$ cat src/rtl/mem_port_arbiter_if.sv
// -----------------------------------------------------------------------------
// mem_port_arbiter_if
//
// Bundles the three buses around the unified-memory arbiter:
//   - I port : instruction fetch request/response plus flush and stall
//   - D port : load/store request/response plus stall
//   - mem    : single-ported, variable-latency memory request/ack bus
//
// Modports:
//   slave  : the arbiter's view. It consumes I/D requests and mem responses,
//            and drives I/D responses and the memory request.
//   master : the environment's view (pipeline stages plus memory). It is the
//            exact mirror of slave.
//
// Parameters:
//   ADDR_WIDTH : byte address width on all ports
//   DATA_WIDTH : data width; strobe width is DATA_WIDTH/8
// -----------------------------------------------------------------------------
interface mem_port_arbiter_if #(
  parameter int ADDR_WIDTH = 32,
  parameter int DATA_WIDTH = 32
);

  localparam int STRB_WIDTH = DATA_WIDTH / 8;

  // Instruction fetch port
  logic                  if_req;
  logic [ADDR_WIDTH-1:0] if_addr;
  logic                  if_flush;
  logic [DATA_WIDTH-1:0] if_rdata;
  logic                  if_valid;
  logic                  if_stall;

  // Load/store port
  logic                  d_req;
  logic                  d_we;
  logic [STRB_WIDTH-1:0] d_wstrb;
  logic [ADDR_WIDTH-1:0] d_addr;
  logic [DATA_WIDTH-1:0] d_wdata;
  logic [DATA_WIDTH-1:0] d_rdata;
  logic                  d_valid;
  logic                  d_stall;

  // Unified memory port
  logic                  mem_req;
  logic                  mem_we;
  logic [STRB_WIDTH-1:0] mem_wstrb;
  logic [ADDR_WIDTH-1:0] mem_addr;
  logic [DATA_WIDTH-1:0] mem_wdata;
  logic [DATA_WIDTH-1:0] mem_rdata;
  logic                  mem_ack;

  modport slave (
    input  if_req, if_addr, if_flush,
    output if_rdata, if_valid, if_stall,
    input  d_req, d_we, d_wstrb, d_addr, d_wdata,
    output d_rdata, d_valid, d_stall,
    output mem_req, mem_we, mem_wstrb, mem_addr, mem_wdata,
    input  mem_rdata, mem_ack
  );

  modport master (
    output if_req, if_addr, if_flush,
    input  if_rdata, if_valid, if_stall,
    output d_req, d_we, d_wstrb, d_addr, d_wdata,
    input  d_rdata, d_valid, d_stall,
    input  mem_req, mem_we, mem_wstrb, mem_addr, mem_wdata,
    output mem_rdata, mem_ack
  );

endinterface : mem_port_arbiter_if

$ cat src/rtl/mem_port_arbiter.sv
// -----------------------------------------------------------------------------
// mem_port_arbiter
//
// Shares one single-ported, variable-latency unified memory between the
// instruction fetch stage (I port) and the MEM-stage load/store unit (D port).
//
// Each access is one req/ack transaction on the memory bus:
//   - Requests are arbitrated in IDLE.
//   - The winner's command is registered onto mem_* and held until mem_ack.
//   - The response is registered back to the winning port with a one-cycle
//     *_valid pulse.
//
// Arbitration:
//   - D has priority.
//   - A starvation counter forces an I win after STARVE_LIMIT consecutive
//     contested D grants.
//   - A port is masked for the cycle its *_valid pulse is high, so it can
//     present its next request.
//
// Fetch flush:
//   - In IDLE, if_flush blocks an I grant.
//   - In BUSY_I, if_flush kills the in-flight fetch. The bus transaction still
//     completes, but its result is dropped.
//
// Ports:
//   clk   : system clock, rising edge
//   rst_n : asynchronous active-low reset
//   bus   : mem_port_arbiter_if.slave, carrying the I port, the D port and the
//           memory bus
//
// Parameters:
//   ADDR_WIDTH   : byte address width (must match bus)
//   DATA_WIDTH   : data width (must match bus)
//   STARVE_LIMIT : contested D grants before I is forced to win (1..15)
// -----------------------------------------------------------------------------
module mem_port_arbiter #(
  parameter int ADDR_WIDTH   = 32,
  parameter int DATA_WIDTH   = 32,
  parameter int STARVE_LIMIT = 4
) (
  input  logic                clk,
  input  logic                rst_n,
  mem_port_arbiter_if.slave   bus
);

  localparam int              STRB_WIDTH = DATA_WIDTH / 8;
  localparam logic [3:0]      STARVE_MAX = 4'(STARVE_LIMIT);

  typedef enum logic [1:0] {
    IDLE   = 2'd0,
    BUSY_I = 2'd1,
    BUSY_D = 2'd2
  } state_e;

  // ---------------------------------------------------------------------------
  // State and registered outputs
  // ---------------------------------------------------------------------------
  state_e                state_q,      state_d;
  logic                  mem_req_q,    mem_req_d;
  logic                  mem_we_q,     mem_we_d;
  logic [STRB_WIDTH-1:0] mem_wstrb_q,  mem_wstrb_d;
  logic [ADDR_WIDTH-1:0] mem_addr_q,   mem_addr_d;
  logic [DATA_WIDTH-1:0] mem_wdata_q,  mem_wdata_d;
  logic [DATA_WIDTH-1:0] if_rdata_q,   if_rdata_d;
  logic [DATA_WIDTH-1:0] d_rdata_q,    d_rdata_d;
  logic                  if_valid_q,   if_valid_d;
  logic                  d_valid_q,    d_valid_d;
  logic [3:0]            starve_cnt_q, starve_cnt_d;
  logic                  kill_q,       kill_d;

  // Arbitration terms
  logic i_cand;
  logic d_cand;
  logic grant_i;
  logic grant_d;
  logic kill_now;

  // ---------------------------------------------------------------------------
  // Next-state and datapath logic
  // ---------------------------------------------------------------------------
  always_comb begin
    // NOTE: every signal written here gets a default first; a path that
    // leaves one unassigned would otherwise infer a latch.
    state_d      = state_q;
    mem_req_d    = mem_req_q;
    mem_we_d     = mem_we_q;
    mem_wstrb_d  = mem_wstrb_q;
    mem_addr_d   = mem_addr_q;
    mem_wdata_d  = mem_wdata_q;
    if_rdata_d   = if_rdata_q;
    d_rdata_d    = d_rdata_q;
    if_valid_d   = 1'b0;
    d_valid_d    = 1'b0;
    starve_cnt_d = starve_cnt_q;
    kill_d       = kill_q;
    grant_i      = 1'b0;
    grant_d      = 1'b0;

    // A port in its valid cycle is masked so it can update its request.
    // A flushed fetch is not started.
    i_cand   = bus.if_req & ~if_valid_q & ~bus.if_flush;
    d_cand   = bus.d_req  & ~d_valid_q;

    // A flush arriving together with mem_ack still kills that fetch.
    kill_now = kill_q | bus.if_flush;

    unique case (state_q)
      IDLE: begin
        if (d_cand && i_cand) begin
          if (starve_cnt_q == STARVE_MAX) grant_i = 1'b1;
          else                            grant_d = 1'b1;
        end else if (d_cand) begin
          grant_d = 1'b1;
        end else if (i_cand) begin
          grant_i = 1'b1;
        end

        if (grant_d) begin
          state_d     = BUSY_D;
          mem_req_d   = 1'b1;
          mem_we_d    = bus.d_we;
          mem_wstrb_d = bus.d_we ? bus.d_wstrb : '0;
          mem_addr_d  = bus.d_addr;
          mem_wdata_d = bus.d_wdata;
          // A D grant made while a fetch is waiting counts toward starvation.
          if (bus.if_req && (starve_cnt_q != STARVE_MAX)) begin
            starve_cnt_d = starve_cnt_q + 4'd1;
          end
        end else if (grant_i) begin
          state_d      = BUSY_I;
          mem_req_d    = 1'b1;
          mem_we_d     = 1'b0;
          mem_wstrb_d  = '0;
          mem_addr_d   = bus.if_addr;
          mem_wdata_d  = '0;
          starve_cnt_d = '0;
        end
      end

      BUSY_I: begin
        if (bus.if_flush) kill_d = 1'b1;
        if (bus.mem_ack) begin
          state_d   = IDLE;
          mem_req_d = 1'b0;
          kill_d    = 1'b0;
          if (!kill_now) begin
            if_rdata_d = bus.mem_rdata;
            if_valid_d = 1'b1;
          end
        end
      end

      BUSY_D: begin
        if (bus.mem_ack) begin
          state_d   = IDLE;
          mem_req_d = 1'b0;
          d_valid_d = 1'b1;
          // Stores complete with a pulse but leave the load data untouched.
          if (!mem_we_q) d_rdata_d = bus.mem_rdata;
        end
      end

      default: begin
        state_d   = IDLE;
        mem_req_d = 1'b0;
      end
    endcase
  end

  // ---------------------------------------------------------------------------
  // State register
  // ---------------------------------------------------------------------------
  always_ff @(posedge clk or negedge rst_n) begin
    if (!rst_n) begin
      state_q      <= IDLE;
      mem_req_q    <= 1'b0;
      mem_we_q     <= 1'b0;
      mem_wstrb_q  <= '0;
      mem_addr_q   <= '0;
      mem_wdata_q  <= '0;
      if_rdata_q   <= '0;
      d_rdata_q    <= '0;
      if_valid_q   <= 1'b0;
      d_valid_q    <= 1'b0;
      starve_cnt_q <= '0;
      kill_q       <= 1'b0;
    end else begin
      // NOTE: non-blocking assignments, so every flop samples the same
      // pre-edge values regardless of statement order.
      state_q      <= state_d;
      mem_req_q    <= mem_req_d;
      mem_we_q     <= mem_we_d;
      mem_wstrb_q  <= mem_wstrb_d;
      mem_addr_q   <= mem_addr_d;
      mem_wdata_q  <= mem_wdata_d;
      if_rdata_q   <= if_rdata_d;
      d_rdata_q    <= d_rdata_d;
      if_valid_q   <= if_valid_d;
      d_valid_q    <= d_valid_d;
      starve_cnt_q <= starve_cnt_d;
      kill_q       <= kill_d;
    end
  end

  // ---------------------------------------------------------------------------
  // Outputs
  // ---------------------------------------------------------------------------
  assign bus.mem_req   = mem_req_q;
  assign bus.mem_we    = mem_we_q;
  assign bus.mem_wstrb = mem_wstrb_q;
  assign bus.mem_addr  = mem_addr_q;
  assign bus.mem_wdata = mem_wdata_q;
  assign bus.if_rdata  = if_rdata_q;
  assign bus.d_rdata   = d_rdata_q;
  assign bus.if_valid  = if_valid_q;
  assign bus.d_valid   = d_valid_q;

  // Stalls are combinational so the hazard logic sees completion in the
  // same cycle as the valid pulse.
  assign bus.if_stall  = bus.if_req & ~if_valid_q;
  assign bus.d_stall   = bus.d_req  & ~d_valid_q;

endmodule : mem_port_arbiter
$ cat src/flat_wrapper.sv
// flat-port wrapper written by rule: the top's interface ports become plain ports
module mem_port_arbiter_flat 
#(
  parameter int ADDR_WIDTH   = 32,
  parameter int DATA_WIDTH   = 32,
  parameter int STARVE_LIMIT = 4
)
  (clk, rst_n, bus_if_req, bus_if_addr, bus_if_flush, bus_if_rdata, bus_if_valid, bus_if_stall, bus_d_req, bus_d_we, bus_d_wstrb, bus_d_addr, bus_d_wdata, bus_d_rdata, bus_d_valid, bus_d_stall, bus_mem_req, bus_mem_we, bus_mem_wstrb, bus_mem_addr, bus_mem_wdata, bus_mem_rdata, bus_mem_ack);
  mem_port_arbiter_if #(.ADDR_WIDTH(ADDR_WIDTH), .DATA_WIDTH(DATA_WIDTH)) bus_i ();
  input  logic clk;
  input  logic rst_n;
  input wire logic [$bits(bus_i.if_req)-1:0] bus_if_req;
  input wire logic [$bits(bus_i.if_addr)-1:0] bus_if_addr;
  input wire logic [$bits(bus_i.if_flush)-1:0] bus_if_flush;
  output wire logic [$bits(bus_i.if_rdata)-1:0] bus_if_rdata;
  output wire logic [$bits(bus_i.if_valid)-1:0] bus_if_valid;
  output wire logic [$bits(bus_i.if_stall)-1:0] bus_if_stall;
  input wire logic [$bits(bus_i.d_req)-1:0] bus_d_req;
  input wire logic [$bits(bus_i.d_we)-1:0] bus_d_we;
  input wire logic [$bits(bus_i.d_wstrb)-1:0] bus_d_wstrb;
  input wire logic [$bits(bus_i.d_addr)-1:0] bus_d_addr;
  input wire logic [$bits(bus_i.d_wdata)-1:0] bus_d_wdata;
  output wire logic [$bits(bus_i.d_rdata)-1:0] bus_d_rdata;
  output wire logic [$bits(bus_i.d_valid)-1:0] bus_d_valid;
  output wire logic [$bits(bus_i.d_stall)-1:0] bus_d_stall;
  output wire logic [$bits(bus_i.mem_req)-1:0] bus_mem_req;
  output wire logic [$bits(bus_i.mem_we)-1:0] bus_mem_we;
  output wire logic [$bits(bus_i.mem_wstrb)-1:0] bus_mem_wstrb;
  output wire logic [$bits(bus_i.mem_addr)-1:0] bus_mem_addr;
  output wire logic [$bits(bus_i.mem_wdata)-1:0] bus_mem_wdata;
  input wire logic [$bits(bus_i.mem_rdata)-1:0] bus_mem_rdata;
  input wire logic [$bits(bus_i.mem_ack)-1:0] bus_mem_ack;
  assign bus_i.if_req = bus_if_req;
  assign bus_i.if_addr = bus_if_addr;
  assign bus_i.if_flush = bus_if_flush;
  assign bus_if_rdata = bus_i.if_rdata;
  assign bus_if_valid = bus_i.if_valid;
  assign bus_if_stall = bus_i.if_stall;
  assign bus_i.d_req = bus_d_req;
  assign bus_i.d_we = bus_d_we;
  assign bus_i.d_wstrb = bus_d_wstrb;
  assign bus_i.d_addr = bus_d_addr;
  assign bus_i.d_wdata = bus_d_wdata;
  assign bus_d_rdata = bus_i.d_rdata;
  assign bus_d_valid = bus_i.d_valid;
  assign bus_d_stall = bus_i.d_stall;
  assign bus_mem_req = bus_i.mem_req;
  assign bus_mem_we = bus_i.mem_we;
  assign bus_mem_wstrb = bus_i.mem_wstrb;
  assign bus_mem_addr = bus_i.mem_addr;
  assign bus_mem_wdata = bus_i.mem_wdata;
  assign bus_i.mem_rdata = bus_mem_rdata;
  assign bus_i.mem_ack = bus_mem_ack;
  mem_port_arbiter #(.ADDR_WIDTH(ADDR_WIDTH), .DATA_WIDTH(DATA_WIDTH), .STARVE_LIMIT(STARVE_LIMIT)) u_core (.clk(clk), .rst_n(rst_n), .bus(bus_i));
endmodule
$ cat config.mk
export PLATFORM = sky130hd
export DESIGN_NAME = mem_port_arbiter_flat
export DESIGN_NICKNAME = d
export VERILOG_FILES = /design/src/rtl/mem_port_arbiter_if.sv /design/src/rtl/mem_port_arbiter.sv /design/src/flat_wrapper.sv
export SDC_FILE = /design/constraint.sdc
export NUM_CORES = 1
export LEC_CHECK = 0
export ABC_AREA = 1
export BUFFER_PORTS_ARGS = -buffer_cell sky130_fd_sc_hd__buf_4
export CAP_MARGIN = 20
export CORE_ASPECT_RATIO = 1.75
export CORE_MARGIN = 2
export CORE_UTILIZATION = 45
export CTS_CLUSTER_DIAMETER = 80
export DETAILED_ROUTE_END_ITERATION = 10
export GPL_TIMING_DRIVEN = 0
export PLACE_DENSITY = 0.78
export SYNTH_ARGS = -nofsm -noshare
export SYNTH_HDL_FRONTEND = slang
export SYNTH_SLANG_ARGS = --single-unit
$ cat constraint.sdc
create_clock -name clk -period 2.5 [get_ports clk]
set_input_delay 0.625 -clock clk [delete_from_list [all_inputs] [get_ports clk]]
set_output_delay 0.625 -clock clk [all_outputs]
set_load 0.05 [all_outputs]
==> results of run 1 <==
## worst min path at each step
stage / startpoint / endpoint / slack, ns / cells past startpoint
2_1_floorplan: rst_n / u_core.bus.d_rdata[0] / 0.33 / 0
3_3_place_gp: u_core.kill_q / u_core.bus.if_valid / 0.44 / 1
3_5_place_dp: u_core.kill_q / u_core.bus.if_valid / 0.44 / 1
4_1_cts: rst_n / u_core.bus.d_rdata[16] / 0.23 / 1
5_1_grt: rst_n / u_core.bus.d_rdata[16] / 0.25 / 1
6_report: rst_n / u_core.bus.d_rdata[16] / 0.19 / 1
## worst max-delay path, stage by stage (launching register included)
cell and delay, ns:
dfrtp_1 0.43, nor2_8 0.24, clkbuf_1 0.35, buf_4 0.27
## synthesized netlist by cell type
cell type,n
nand2_1,227
buf_2,10
nand3_1,73
nand3b_1,1
o21ai_0,68
inv_2,3
dfrtp_1,143
buf_6,3
buf_1,2
nor2_2,1
nor3_1,1
buf_4,4
inv_1,48
xor2_1,1
nor2_8,1
xnor2_1,1
nor2_1,4
ha_1,5
nand4_1,33
nand2_2,2
nand2_4,1
clkbuf_1,20
## registers in the layout, indices dropped and copies added, names as in the netlist
register / flops
u_core.state_q: 2
u_core.bus.d_rdata: 32
u_core.kill_q: 1
u_core.bus.mem_wdata: 32
u_core.bus.if_rdata: 32
u_core.bus.d_valid: 1
u_core.bus.mem_we: 1
u_core.bus.mem_wstrb: 4
u_core.starve_cnt_q: 4
u_core.bus.mem_addr: 32
u_core.bus.if_valid: 1
u_core.bus.mem_req: 1
## power by group
part           internal, uW  switching (uW)
clock                  1420            1050
sequential             3400             613
combinational          2240            5650
## per-layer routing
metal  wire, um  part of all wire [%]  vias up  GRT usage [%]
met3        986                   5.6       49          6.441
li1           -                     -     2694              -
met4        701                   4.0        0          12.01
met1       6617                    38     2601          28.46
met5          0                     0        -              0
met2       9161                    52      207          43.18
## logic make-up (layout without fill, tap and decap cells)
| logic type | Yosys count | count (layout) | share of synthesized area (%) |
|---|---|---|---|
| AND/OR/NAND/NOR | 344 | 344 | 25.50 |
| flip-flops | 143 | 143 | 60.77 |
| buffers and inverters | 90 | 399 | 6.587 |
| AO/OA/AOI/OAI | 68 | 68 | 5.780 |
| adder cells (fa/ha/maj) | 5 | 5 | 1.062 |
| XOR/XNOR | 2 | 2 | 0.2975 |
## cell type report
| cell class | instances | area (um^2) | share of cell area (%) |
|---|---|---|---|
| multi-input cells | 419 | 1922 | 21.90 |
| clock inverters | 13 | 127.6 | 1.454 |
| repair buffers | 277 | 2103 | 23.97 |
| clock buffers | 19 | 442.9 | 5.047 |
| flip-flops and latches | 143 | 3578 | 40.78 |
| inverters | 51 | 191.4 | 2.181 |
| plain buffers | 39 | 196.4 | 2.238 |
| well taps | 171 | 214.0 | 2.438 |
## stage by stage
stage	power [uW]	instances	area, um^2	hold slack [ns]	utilization, %
6_report	14370	1132	8776	0.1946	68.20
5_1_grt	15120	1132	8776	0.2497	68.20
4_1_cts	14460	1132	8776	0.2329	68.20
3_5_place_dp	11960	1100	8205	0.4440	63.76
3_3_place_gp	11830	1099	8174	0.4443	63.52
2_1_floorplan	9332	652	5888	0.3294	-
==> run_results.csv, run 1 <==
group,metric,value,unit
logic_synthesis,yosys_warnings,0,
setup_path,end_kind,"output port",
floorplan,initial_core_util,45.76,%
setup_path,crit_arrival,1.70,ns
sta,worst_slack,0.1742,ns
placed_design,dp_hpwl,12930,um
setup_path,required,1.88,ns
floorplan,die_x,90.47,um
logic_synthesis,syn_inst,652,
placed_design,io_buffers,276,
finish,layout_common_cells,"buf_4, nand2_1, dfrtp_1, nand3_1, o21ai_0",
setup_path,timing.rr.start,"u_core.state_q[0]",
clocking,htreeDepth,4,
grt,grt_start_max_net_pins,74,
clocking,numCtsBuffers,17,
sta,rsz0062_at_grt,"false",
finish,final_nets,1092,
sta,fin_skew,0.01060,ns
placed_design,dp_slack,0.2697,ns
finish,n_antenna_cell,0,
finish,area_growth,49.04,%
floorplan,die_y,155.3,um
pwr,leakagePower,0.004762,uW
route,vias_per_cell,4.904,
sta,fin_crit,2.326,ns
setup_path,critPathCapture,"bus_d_stall",
clocking,clockRootBuffer,"clkbuf_16",
setup_path,r2r_end,"u_core.bus.mem_addr[29]",
floorplan,coreArea,12870,um^2
floorplan,die_area,14050,um^2
route,drtIter0Drc,316,
setup_path,cp-start-kind,"flop",
route,wire_per_inst,15.43,um
logic_synthesis,synthDominantCellAreaShare,60.77,%
sta,hold_violations,0,
placed_design,place.gp.congestion,0.8431,
sta,setup_tns,0,ns
logic_synthesis,syn_avg_cell_area,9.031,um^2
clocking,hold_buffers,0,
logic_synthesis,ys_top_cells_by_area,"dfrtp_1, nand2_1, nand3_1",
sta,max_freq,430.0,MHz
finish,final.fill_count,1053,
finish,final_layout_size_suffix_gt1_share,34.65,%
run,cap_violations,0,
floorplan,ios,277,
setup_path,crit_type,"reg2out",
finish,final_common_cell,"buf_4",
setup_path,startpoint,"u_core.bus.d_valid",
run_status,status,"finished, final reports clean",
floorplan,rows,55,
grt,grt_overflow_total,0,
pwr,ir_drop,0.001008,V
logic_synthesis,syn_area,5888,um^2
sta,final-setup-viol-count,0,
sta,tightest_slew,0.6577,ns
sta,finalCritPeriodShare,93.03,%
grt,antenna_found_initial,0,
grt,grt_usage,24.88,%
clocking,clk_latency,0.41,ns
logic_synthesis,synth_largest_area_cell,"dfrtp_1",
clocking,cts_tree,"yes",
route,drt-total-wl,17470,um
min_path,worstHoldPathType,"in2async",
logic_synthesis,synth_fp_nets,796,
logic_synthesis,synth.yosys.seq_area_share,60.77,%
setup_path,r2r_cells,8,
grt,grt_pass1_wl,27980,um
sta,maxSlewHeadroom,56.15,%
route,postRouteAntennaNets,0,
clocking,cts_sinks,143,
sta,slew_violations,0,
clocking,cts_resized,0,
logic_synthesis,ys_seq_elements,143,
route,drc,0,
clocking,clk_pin_slew,0.06,ns
clocking,cts_setup_buffers,0,
clocking,clockBufferDepth,2,
route,via_count,5551,
grt,grt_pass1_vias,5650,
route,drtPass1Iterations,4,
pwr,power.density,1637,nW/um^2
setup_path,r2r_slack,0.55,ns
logic_synthesis,yosysUniqueCellTypes,22,
setup_path,cp_max_fo,10,
Note: power is estimated with default switching activity, not from simulation.
==> inputs of run 2 (changes only) <==
--- a/config.mk
+++ b/config.mk
@@ -8,13 +8,15 @@
 export ABC_AREA = 1
 export BUFFER_PORTS_ARGS = -buffer_cell sky130_fd_sc_hd__buf_4
 export CAP_MARGIN = 20
+export CELL_PAD_IN_SITES_DETAIL_PLACEMENT = 1
+export CELL_PAD_IN_SITES_GLOBAL_PLACEMENT = 1
 export CORE_ASPECT_RATIO = 1.75
 export CORE_MARGIN = 2
-export CORE_UTILIZATION = 45
+export CORE_UTILIZATION = 36
 export CTS_CLUSTER_DIAMETER = 80
 export DETAILED_ROUTE_END_ITERATION = 10
 export GPL_TIMING_DRIVEN = 0
-export PLACE_DENSITY = 0.78
+export PLACE_DENSITY_LB_ADDON = 0.1
 export SYNTH_ARGS = -nofsm -noshare
 export SYNTH_HDL_FRONTEND = slang
 export SYNTH_SLANG_ARGS = --single-unit
==> run 2 against run 1 <==
Against the previous run:
- total power increased by 3.4%
- hold slack improved by 0.057 ns
- clock skew increased by 0.0013 ns
- clock power increased by 13%
- final area increased by 1.1%
- fmax decreased by 2.4%
- combinational power increased by 2%
- final cell count increased by 1.6%
- setup slack got worse by 0.057 ns
- critical endpoint unchanged
- largest cell class unchanged
- highest routed layer unchanged
==> run_results.csv, run 2 (synthesis results as in run 1) <==
group,metric,value,unit
setup_path,required,1.88,ns
pwr,clockPowerShare,18.8,%
pwr,netSwitchingPower,7484,uW
finish,area_growth,50.66,%
pwr,p_seq_share,27.3,%
finish,final.fill_count,1907,
finish,final_common_cell,"buf_4",
sta,finalCritPeriodShare,95.33,%
grt,grt_overflow_total,0,
pwr,combPwrFrac,54.0,%
floorplan,coreArea,15950,um^2
clocking,clk_pin_slew,0.07,ns
placed_design,io_buffers,276,
sta,tightest_slew,0.7900,ns
setup_path,r2r_cells,8,
pwr,swShare,50.38,%
grt,antenna_found_initial,0,
route,drtPass1Iterations,4,
route,drtIter0Drc,177,
clocking,cts_resized,0,
pwr,leakagePower,0.004796,uW
setup_path,crit_arrival,1.76,ns
setup_path,end_kind,"output port",
clocking,hold_buffers,0,
grt,grt_usage,23.75,%
sta,fin_crit,2.383,ns
setup_path,path_delay_family,"buffers and inverters",
route,postRouteAntennaNets,0,
setup_path,slowest_stage,"dfrtp_1",
floorplan,die_area,17440,um^2
sta,worst_slack,0.1168,ns
grt,grt_pass1_vias,6316,
floorplan,die_y,173.2,um
floorplan,initial_core_util,36.91,%
finish,layout_common_cells,"buf_4, nand2_1, dfrtp_1, nand3_1, o21ai_0",
pwr,power.density,1674,nW/um^2
clocking,cts_tree,"yes",
min_path,worstHoldPathType,"in2async",
placed_design,dp_hpwl,15680,um
sta,setup_tns,0,ns
pwr,intPower,7369,uW
sta,rsz0062_at_grt,"false",
finish,final_layout_size_suffix_gt1_share,34.65,%
clocking,cts_sinks,143,
run_status,status,"finished, final reports clean",
floorplan,die_x,100.7,um
finish,fin_util,55.61,%
clocking,htreeDepth,4,
sta,whs,0.2512,ns
run,cap_violations,0,
setup_path,slowest_delay,0.45,ns
placed_design,dp_slack,0.2284,ns
placed_design,place_area,8228,um^2
clocking,clockRootBuffer,"clkbuf_16",
sta,final-setup-viol-count,0,
sta,hold_violations,0,
clocking,cts_setup_buffers,0,
sta,maxSlewHeadroom,47.34,%
sta,fin_skew,0.01188,ns
sta,max_freq,419.6,MHz
setup_path,cp_max_fo,10,
finish,final_cell_area,8871,um^2
floorplan,ios,277,
floorplan,rows,61,
grt,grt_start_max_net_pins,83,
finish,final_nets,1092,
setup_path,path_depth,3,
setup_path,cp_num_buf_inv,2,
clocking,clockBufferDepth,2,
setup_path,cp-start-kind,"flop",
route,drt-total-wl,20480,um
clocking,clk_latency,0.42,ns
route,via_count,5797,
sta,slew_violations,0,
clocking,numCtsBuffers,17,
route,drc,0,
setup_path,path_cells,"nor2_8, clkbuf_1, buf_4",
placed_design,place.gp.congestion,0.8484,
finish,n_antenna_cell,0,
route,vias_per_cell,5.041,
setup_path,crit_type,"reg2out",
grt,grt_pass1_wl,32560,um
pwr,ir_drop,0.0008626,V
route,wire_per_inst,17.81,um
run 2: cell types whose count changed in the layout (fill, tap and decap cells not counted):
| cell | delta |
|---|---|
| clkinv_4 | -2 |
| bufinv_16 | +3 |
| clkinv_2 | -1 |
| inv_6 | -2 |
| inv_8 | +2 |
run 2: final timing paths:
path | slack, ns | to | start
max in group asynchronous | 1.44 | u_core.bus.d_rdata[11] | rst_n
worst max register to register | 0.56 | u_core.bus.mem_addr[30] | u_core.state_q[1]
worst min-delay path | 0.25 | u_core.bus.mem_wdata[18] | rst_n
worst min register to register | 0.46 | u_core.bus.if_valid | u_core.kill_q
min in group clk | 0.40 | u_core.bus.mem_wdata[1] | bus_d_wdata[1]
worst max-delay path | 0.12 | bus_d_stall | u_core.bus.d_valid
run 2: area by class of cell:
cell class,instances,area (um^2),share of cell area [%]
clock inverters,13,200.2,2.257
flip-flops and latches,143,3578,40.34
multi-input cells,419,1922,21.66
well taps,189,236.5,2.666
inverters,51,191.4,2.158
clock buffers,19,442.9,4.993
repair buffers,277,2103,23.71
plain buffers,39,196.4,2.214
run 2: stage by stage:
stage | total power (uW) | std cells
floorplan | 9332 | 652
global placement | 11880 | 1117
detailed placement | 12150 | 1118
CTS | 15000 | 1150
global route | 15630 | 1150
finish | 14850 | 1150
run 2: power by group through the flow:
stage	Sequential (uW)	Combinational, uW	Clock (uW)
after global placement	3990	7880	0
after global routing	4160	8530	2940
after CTS	4050	8100	2850
after floorplan	7560	1770	0
after detailed placement	4070	8080	0
final	4050	8020	2790
run 2: routing by layer:
metal,vias up,share of wire (%),track usage [%]
met5,-,0,0
met4,0,3.4,10.27
met3,48,6.4,5.780
met2,217,55,43.83
met1,2844,36,24.75
li1,2688,-,-
run 2: worst reg2reg max path, delay by kind of cell (launching register included):
kind	cells	cell delay (ns)
buf+inv	4	0.90
simple gates	3	0.42
flops	1	0.40
fa+ha+maj	1	0.15
